`config.mk`:
```
export PLATFORM = sky130hd
export DESIGN_NAME = sram_axi_bridge
export DESIGN_NICKNAME = d
export VERILOG_FILES = /design/src/rtl/sram_axi_pkg.sv /design/src/rtl/bridge_arbiter.sv /design/src/rtl/sram_axi_bridge.sv
export SDC_FILE = /design/constraint.sdc
export NUM_CORES = 1
export LEC_CHECK = 0
export BUFFER_PORTS_ARGS = -buffer_cell sky130_fd_sc_hd__buf_4
export CAP_MARGIN = 10
export CORE_AREA = 2 2 132 134
export DETAILED_ROUTE_END_ITERATION = 16
export DIE_AREA = 0 0 134 136
export PLACE_DENSITY = 0.75
export SLEW_MARGIN = 20
export SYNTH_ARGS = -nofsm -noshare
export SYNTH_HDL_FRONTEND = slang
export SYNTH_SLANG_ARGS = --single-unit
```
`constraint.sdc`:
```
create_clock -name clk -period 4.2 [get_ports clk]
set_input_delay 0.63 -clock clk [delete_from_list [all_inputs] [get_ports clk]]
set_output_delay 0.63 -clock clk [all_outputs]
set_load 0.05 [all_outputs]
```
`src/rtl/sram_axi_pkg.sv`:
```
// Shared types for the SRAM-to-AXI bridge: write FSM states, size codes, counter sizing.
// Imported by sram_axi_bridge and its testbench.
package sram_axi_pkg;

    typedef enum logic [1:0] {
        WR_IDLE   = 2'd0,
        WR_SEND   = 2'd1,
        WR_WAIT_B = 2'd2
    } wr_state_e;

    localparam logic [1:0] SIZE_1B = 2'd0;
    localparam logic [1:0] SIZE_2B = 2'd1;
    localparam logic [1:0] SIZE_4B = 2'd2;

    function automatic int cnt_width(input int max_out);
        return $clog2(max_out + 1);
    endfunction

endpackage

```
`src/rtl/bridge_arbiter.sv`:
```
// One-hot grant from the eligible vector, combinational (0 cycles); no backpressure of its own.
// BRIDGE_RR_ARB_EN: round-robin from last grant + 1; otherwise highest index wins.
module bridge_arbiter #(
    parameter int CH = 2
) (
    input  logic          clk_i,
    input  logic          rst_i,
    input  logic [CH-1:0] elig_i,
    output logic [CH-1:0] grant_o
);

`ifdef BRIDGE_RR_ARB_EN
    localparam int PW = (CH > 1) ? $clog2(CH) : 1;

    logic [PW-1:0] ptr_q, ptr_d;

    always_comb begin
        int idx;
        idx     = 0;
        grant_o = '0;
        ptr_d   = ptr_q;
        for (int k = 1; k <= CH; k++) begin
            idx = (int'(ptr_q) + k) % CH;
            if (grant_o == '0 && elig_i[idx]) begin
                grant_o[idx] = 1'b1;
                ptr_d        = PW'(idx);
            end
        end
    end

    always_ff @(posedge clk_i or posedge rst_i) begin
        if (rst_i) ptr_q <= '0;
        else       ptr_q <= ptr_d;
    end
`else
    logic unused_clk_rst;
    assign unused_clk_rst = clk_i ^ rst_i;

    always_comb begin
        grant_o = '0;
        for (int i = 0; i < CH; i++) begin
            if (elig_i[i]) begin
                grant_o    = '0;
                grant_o[i] = 1'b1;
            end
        end
    end
`endif

endmodule

```
`src/rtl/sram_axi_bridge.sv`:
```
// Split-handshake SRAM channels onto one AXI3 master; addr_ok same cycle, AR/AW/W from T+1, data_ok comb on R/B.
// Backpressure: addr_ok withheld while AR is pending, a write is active, or limits hit; arbiter per BRIDGE_RR_ARB_EN.
module sram_axi_bridge
    import sram_axi_pkg::*;
#(
    parameter int CH      = 2,
    parameter int ADDR_W  = 32,
    parameter int DATA_W  = 32,
    parameter int ID_W    = 4,
    parameter int MAX_OUT = 2
) (
    input  logic                   clk,
    input  logic                   reset,
    input  logic [CH-1:0]          req,
    input  logic [CH-1:0]          wr,
    input  logic [2*CH-1:0]        size,
    input  logic [DATA_W/8*CH-1:0] wstrb,
    input  logic [ADDR_W*CH-1:0]   addr,
    input  logic [DATA_W*CH-1:0]   wdata,
    output logic [CH-1:0]          addr_ok,
    output logic [CH-1:0]          data_ok,
    output logic [DATA_W-1:0]      rdata,
    output logic                   arvalid,
    input  logic                   arready,
    output logic [ID_W-1:0]        arid,
    output logic [ADDR_W-1:0]      araddr,
    output logic [2:0]             arsize,
    input  logic                   rvalid,
    input  logic [ID_W-1:0]        rid,
    input  logic [DATA_W-1:0]      rdata_axi,
    output logic                   rready,
    output logic                   awvalid,
    input  logic                   awready,
    output logic [ADDR_W-1:0]      awaddr,
    output logic [2:0]             awsize,
    output logic                   wvalid,
    input  logic                   wready,
    output logic [DATA_W-1:0]      wdata_axi,
    output logic [DATA_W/8-1:0]    wstrb_axi,
    input  logic                   bvalid,
    output logic                   bready
);

    localparam int CW = cnt_width(MAX_OUT);
    localparam int SW = DATA_W / 8;
    localparam int OW = (CH > 1) ? $clog2(CH) : 1;

    logic [CW-1:0]     rd_cnt_q [CH];
    logic              arvalid_q;
    logic [ID_W-1:0]   arid_q;
    logic [ADDR_W-1:0] araddr_q;
    logic [2:0]        arsize_q;

    wr_state_e         wr_state_q, wr_state_d;
    logic              aw_done_q, aw_done_d;
    logic              w_done_q, w_done_d;
    logic [OW-1:0]     own_q;
    logic [ADDR_W-1:0] awaddr_q;
    logic [2:0]        awsize_q;
    logic [DATA_W-1:0] wdata_q;
    logic [SW-1:0]     wstrb_q;

    logic              no_reads;
    logic [CH-1:0]     elig, grant, r_hit;
    logic              b_hit, rd_acc, wr_acc;
    int                sel_idx;
    logic              sel_wr;
    logic [1:0]        sel_size;
    logic [ADDR_W-1:0] sel_addr;
    logic [DATA_W-1:0] sel_wdata;
    logic [SW-1:0]     sel_wstrb;

    // A write may only start once every read has fully drained, and nothing starts while AR is pending
    always_comb begin
        no_reads = 1'b1;
        for (int c = 0; c < CH; c++) begin
            if (rd_cnt_q[c] != '0) no_reads = 1'b0;
        end
        for (int c = 0; c < CH; c++) begin
            elig[c] = req[c] && !arvalid_q && (wr_state_q == WR_IDLE) &&
                      (wr[c] ? no_reads : (rd_cnt_q[c] < CW'(MAX_OUT)));
        end
    end

    bridge_arbiter #(.CH(CH)) u_arb (
        .clk_i   (clk),
        .rst_i   (reset),
        .elig_i  (elig),
        .grant_o (grant)
    );

    assign addr_ok = grant;

    always_comb begin
        sel_idx   = 0;
        sel_wr    = 1'b0;
        sel_size  = '0;
        sel_addr  = '0;
        sel_wdata = '0;
        sel_wstrb = '0;
        for (int c = 0; c < CH; c++) begin
            if (grant[c]) begin
                sel_idx   = c;
                sel_wr    = wr[c];
                sel_size  = size[2*c +: 2];
                sel_addr  = addr[ADDR_W*c +: ADDR_W];
                sel_wdata = wdata[DATA_W*c +: DATA_W];
                sel_wstrb = wstrb[SW*c +: SW];
            end
        end
        rd_acc = (grant != '0) && !sel_wr;
        wr_acc = (grant != '0) && sel_wr;
    end

    // Beats for unknown IDs or idle channels are swallowed (rready is tied high)
    always_comb begin
        for (int c = 0; c < CH; c++) begin
            r_hit[c] = rvalid && (rid == ID_W'(c)) && (rd_cnt_q[c] != '0);
        end
        b_hit   = bvalid && (wr_state_q == WR_WAIT_B);
        data_ok = r_hit;
        if (b_hit) data_ok[own_q] = 1'b1;
        rdata = (r_hit != '0) ? rdata_axi : '0;
    end

    always_ff @(posedge clk or posedge reset) begin
        if (reset) begin
            for (int c = 0; c < CH; c++) rd_cnt_q[c] <= '0;
        end else begin
            for (int c = 0; c < CH; c++) begin
                if (grant[c] && !wr[c] && !r_hit[c])      rd_cnt_q[c] <= rd_cnt_q[c] + CW'(1);
                else if (r_hit[c] && !(grant[c] && !wr[c])) rd_cnt_q[c] <= rd_cnt_q[c] - CW'(1);
            end
        end
    end

    always_ff @(posedge clk or posedge reset) begin
        if (reset) begin
            arvalid_q <= 1'b0;
            arid_q    <= '0;
            araddr_q  <= '0;
            arsize_q  <= '0;
        end else if (rd_acc) begin
            arvalid_q <= 1'b1;
            arid_q    <= ID_W'(sel_idx);
            araddr_q  <= sel_addr;
            arsize_q  <= {1'b0, sel_size};
        end else if (arready) begin
            arvalid_q <= 1'b0;
        end
    end

    assign arvalid = arvalid_q;
    assign arid    = arid_q;
    assign araddr  = araddr_q;
    assign arsize  = arsize_q;
    assign rready  = 1'b1;

    always_ff @(posedge clk or posedge reset) begin
        if (reset) begin
            wr_state_q <= WR_IDLE;
            aw_done_q  <= 1'b0;
            w_done_q   <= 1'b0;
        end else begin
            wr_state_q <= wr_state_d;
            aw_done_q  <= aw_done_d;
            w_done_q   <= w_done_d;
        end
    end

    // AW and W complete independently; WAIT_B only once both are done
    always_comb begin
        wr_state_d = wr_state_q;
        aw_done_d  = aw_done_q;
        w_done_d   = w_done_q;
        case (wr_state_q)
            WR_IDLE: begin
                if (wr_acc) begin
                    wr_state_d = WR_SEND;
                    aw_done_d  = 1'b0;
                    w_done_d   = 1'b0;
                end
            end
            WR_SEND: begin
                aw_done_d = aw_done_q || awready;
                w_done_d  = w_done_q || wready;
                if (aw_done_d && w_done_d) wr_state_d = WR_WAIT_B;
            end
            WR_WAIT_B: begin
                if (bvalid) wr_state_d = WR_IDLE;
            end
            default: wr_state_d = WR_IDLE;
        endcase
    end

    always_comb begin
        awvalid = (wr_state_q == WR_SEND) && !aw_done_q;
        wvalid  = (wr_state_q == WR_SEND) && !w_done_q;
        bready  = 1'b1;
    end

    always_ff @(posedge clk or posedge reset) begin
        if (reset) begin
            own_q    <= '0;
            awaddr_q <= '0;
            awsize_q <= '0;
            wdata_q  <= '0;
            wstrb_q  <= '0;
        end else if (wr_acc) begin
            own_q    <= OW'(sel_idx);
            awaddr_q <= sel_addr;
            awsize_q <= {1'b0, sel_size};
            wdata_q  <= sel_wdata;
            wstrb_q  <= sel_wstrb;
        end
    end

    assign awaddr    = awaddr_q;
    assign awsize    = awsize_q;
    assign wdata_axi = wdata_q;
    assign wstrb_axi = wstrb_q;

endmodule

```
==> results.md <==
* Outcome: finished clean
* Fillers at ~1500
* Hold Buf Count CTS at 0
* TritonCTS buffer count at 17
* Die area at about 18000 um2
* IO buf count at 330
* Fmax at roughly 300 MHz
* Fin. max-slew vios at 0
* Worst path required time at between 3 and 4 ns
* P_leak at approximately 4.6 nW
* Async set or reset register ratio after synthesis at 100%
* RSZ-0062 raised after global routing: no
* Syn Area/Cell at around 11 um2
* Worst skew pair latency at roughly 0.4 ns
* Antenna Diode Count at 0
* Crit start category: register
* Initial Utilization at between 30% and 40%
* Drt drc at 0
* Max VDD drop at 504 uV
* Setup Skew at around 0.0067 ns
* Pwr/cell area at between 700 and 800 nW/um2
* Die Span Y at about 140 um
* Final Hold Viols at 0
* Yosys warns at 0
* Worst hold path type: primary input to asynchronous set/reset pin
* Critical path, cell by cell: nor3_2, nand3_2, inv_1, buf_4
* Initial DRC count at about 190
* Final Core Density at 52.9%
* Vias at approximately 5200
* Crit. End Element: output pin
* Row cnt at 48
* Hold_ws at slightly below 0.4 ns
* Final TNS setup at 0 ns
* Layout area overhead at 55.9%
* Htree depth at 4
* Antenna violations before repair at 0
* Post-synth EDFFs at 0
* Clock Path Buffers at 2
* Synth Instances at 499
* Layout cells sized above 1 at between 50% and 60%
* Vias in the first global route at 5170
* Post-synthesis sequential area ratio at about half
* Antenna viol nets, final at 0
* Least-Margin Pin Slew at between 0.9 and 1 ns
* Width of the die at around 130 um
* Count of final setup violators at 0
* Syn Std Cell Area at approximately 5700 um2
* Post-synth cell types at 42
* CTS resizes at 0
* Crit Path Max Fanout at 15
* Number of setup buffers added after CTS at 0
* Avg WL per Cell at 17.3 um
* Sink Count at about 120
* Final GP Congestion at roughly 0.8
* Relative slew slack at a little under two fifths
* Total Wirelength at roughly 18000 um
* Hpwl dp at 13400 um
* Via density at 4.93
* CP max-delay cell: nor3_2
* Global-route wire length before repair at ~28000 um
* Fin crit period at 3.34 ns
* Worst path max stage delay at ~0.8 ns
* Crit Path Class: register to output pin
* Final period util at between 70% and 80%
* CP bufs+invs at 2
* Top_reg_cell synth: dfrtp_1
* CTS tree: yes
* Total GRT Usage at 19.9%
* Number of synthesized register bits at roughly 120
* Total Nets Final at a little over 1000
* Top delay family on crit path: simple AND/OR/NAND/NOR gates
* Arr. time, crit path at 2.71 ns
* First-pass detailed-route iteration total at 5
* Boundary Pins at ~340
* Root buffer cell: clkbuf_16
* Pin count of the biggest net entering global routing at 64
* Clock transition at the registers of the reported paths at ~0.050 ns
* Core ar. at about 17000 um2
* Total of max-cap violations at 0
* Gr ovfl total at 0
## per-layer routing
metal | global-route usage, % | share of wire, %
met1 | 23.6 | 40
met2 | 34.6 | 50
met3 | 6.38 | 8.8
met4 | 5.67 | 1.1
met5 | 0 | 0
## Yosys cell counts (2+ instances only)
master | count | area [um2]
dfrtp_1 | 115 | 2880
mux2_2 | 45 | 507
inv_1 | 41 | 154
o21ai_0 | 38 | 190
a22oi_1 | 37 | 278
and4_1 | 35 | 307
and2_1 | 33 | 206
a31o_2 | 32 | 280
mux2_1 | 23 | 259
buf_2 | 19 | 95.1
clkbuf_1 | 16 | 60.1
buf_4 | 9 | 67.6
nor2_1 | 9 | 33.8
xor2_1 | 4 | 35.0
a21oi_1 | 3 | 15.0
buf_6 | 3 | 33.8
o21bai_1 | 3 | 22.5
a31o_1 | 2 | 17.5
conb_1 | 2 | 7.51
ha_1 | 2 | 25.0
nand2b_1 | 2 | 12.5
nor2b_1 | 2 | 12.5
nor3_1 | 2 | 10.0
o31ai_1 | 2 | 15.0
or2_2 | 2 | 12.5
xnor2_1 | 2 | 17.5
## layout by cell type, fill, tap and decap left out, types with 2 or more instances in the layout
cell type,netlist,routed
a21oi_1,3,3
a31o_2,32,32
clkinvlp_4,0,3
buf_4,9,343
o21ai_0,38,38
mux2_2,45,45
mux2_1,23,23
nand2b_1,2,2
a31o_1,2,2
bufinv_16,0,2
nor2_1,9,8
conb_1,2,7
or2_2,2,3
clkbuf_16,0,17
and2_1,33,33
clkbuf_1,16,2
o21bai_1,3,3
and4_1,35,35
clkinv_2,0,6
a22oi_1,37,37
ha_1,2,2
xor2_1,4,4
dfrtp_1,115,115
inv_1,41,40
xnor2_1,2,2
o31ai_1,2,2
## flip-flops by register name (all words and copies together), names as in the netlist
register	flops
araddr	32
awaddr	32
wdata_axi	32
rd_cnt_q	4
wstrb_axi	4
arsize	2
awsize	2
wr_state_q	2
arid	1
arvalid	1
aw_done_q	1
own_q	1
w_done_q	1
## cell families after synthesis
family                     after synthesis  synth area share (%)
AOI/OAI and AO/OA                      123                  15.9
xor gates and xnor gates                 6                 0.918
adders and majority gates                2                 0.437
buffers and inverters                   89                  7.23
DFF                                    115                  50.3
muxes                                   68                  13.4
other                                    2                 0.131
and+or+nand+nor                         94                  11.8
## per-stage QoR
| stage | cells | instance area [um2] | total power [W] | setup WS, ns |
|---|---|---|---|---|
| 6_report | 1055 | 8920 | 0.00661 | 0.856 |
| 3_5_place_dp | 1024 | 8360 | 0.00527 | 1.16 |
| 3_3_place_gp | 1024 | 8360 | 0.00522 | 1.20 |
| 2_1_floorplan | 504 | 5740 | 0.00413 | 0.526 |
| 5_1_grt | 1055 | 8920 | 0.00693 | 0.669 |
| 4_1_cts | 1055 | 8920 | 0.00666 | 0.773 |
## worst register-to-register path, stage by stage (launching register included)
cell     delay, ns
dfrtp_1       0.46
nor3_2        0.80
nand3_2       0.51
inv_1         0.29
nor4_1        0.10
ha_1          0.20
xor2_1        0.14
nor2_1        0.13
xor2_1        0.15
## final cells by class
type | count | area (um2) | share of cell area (%)
inverter | 41 | 156 | 1.75
multi-input combinational | 300 | 2470 | 27.7
timing repair buffer | 343 | 2570 | 28.9
sequential | 115 | 2880 | 32.3
clock buffer | 20 | 447 | 5.01
tap | 225 | 282 | 3.16
clock inverter | 11 | 113 | 1.26
## final timing paths
check	to	slack (ns)	depth (start not counted)	from
max in group asynchronous	rd_cnt_q[2]	2.93	3	reset
worst max register to register	rd_cnt_q[3]	1.33	8	wr_state_q[0]
worst min register to register	awaddr[0]	0.48	1	awaddr[0]
min in group clk	arvalid	0.41	2	arready
worst max-delay path	addr_ok[1]	0.86	4	wr_state_q[0]
worst min-delay path	araddr[5]	0.39	2	reset
## power breakdown
| part | switching (W) | total, W | internal (W) |
|---|---|---|---|
| registers | 0.000300 | 0.00185 | 0.00155 |
| clock network | 0.000495 | 0.00137 | 0.000877 |
| logic | 0.00229 | 0.00339 | 0.00110 |
No activity file was read; power rests on OpenSTA's default activity.
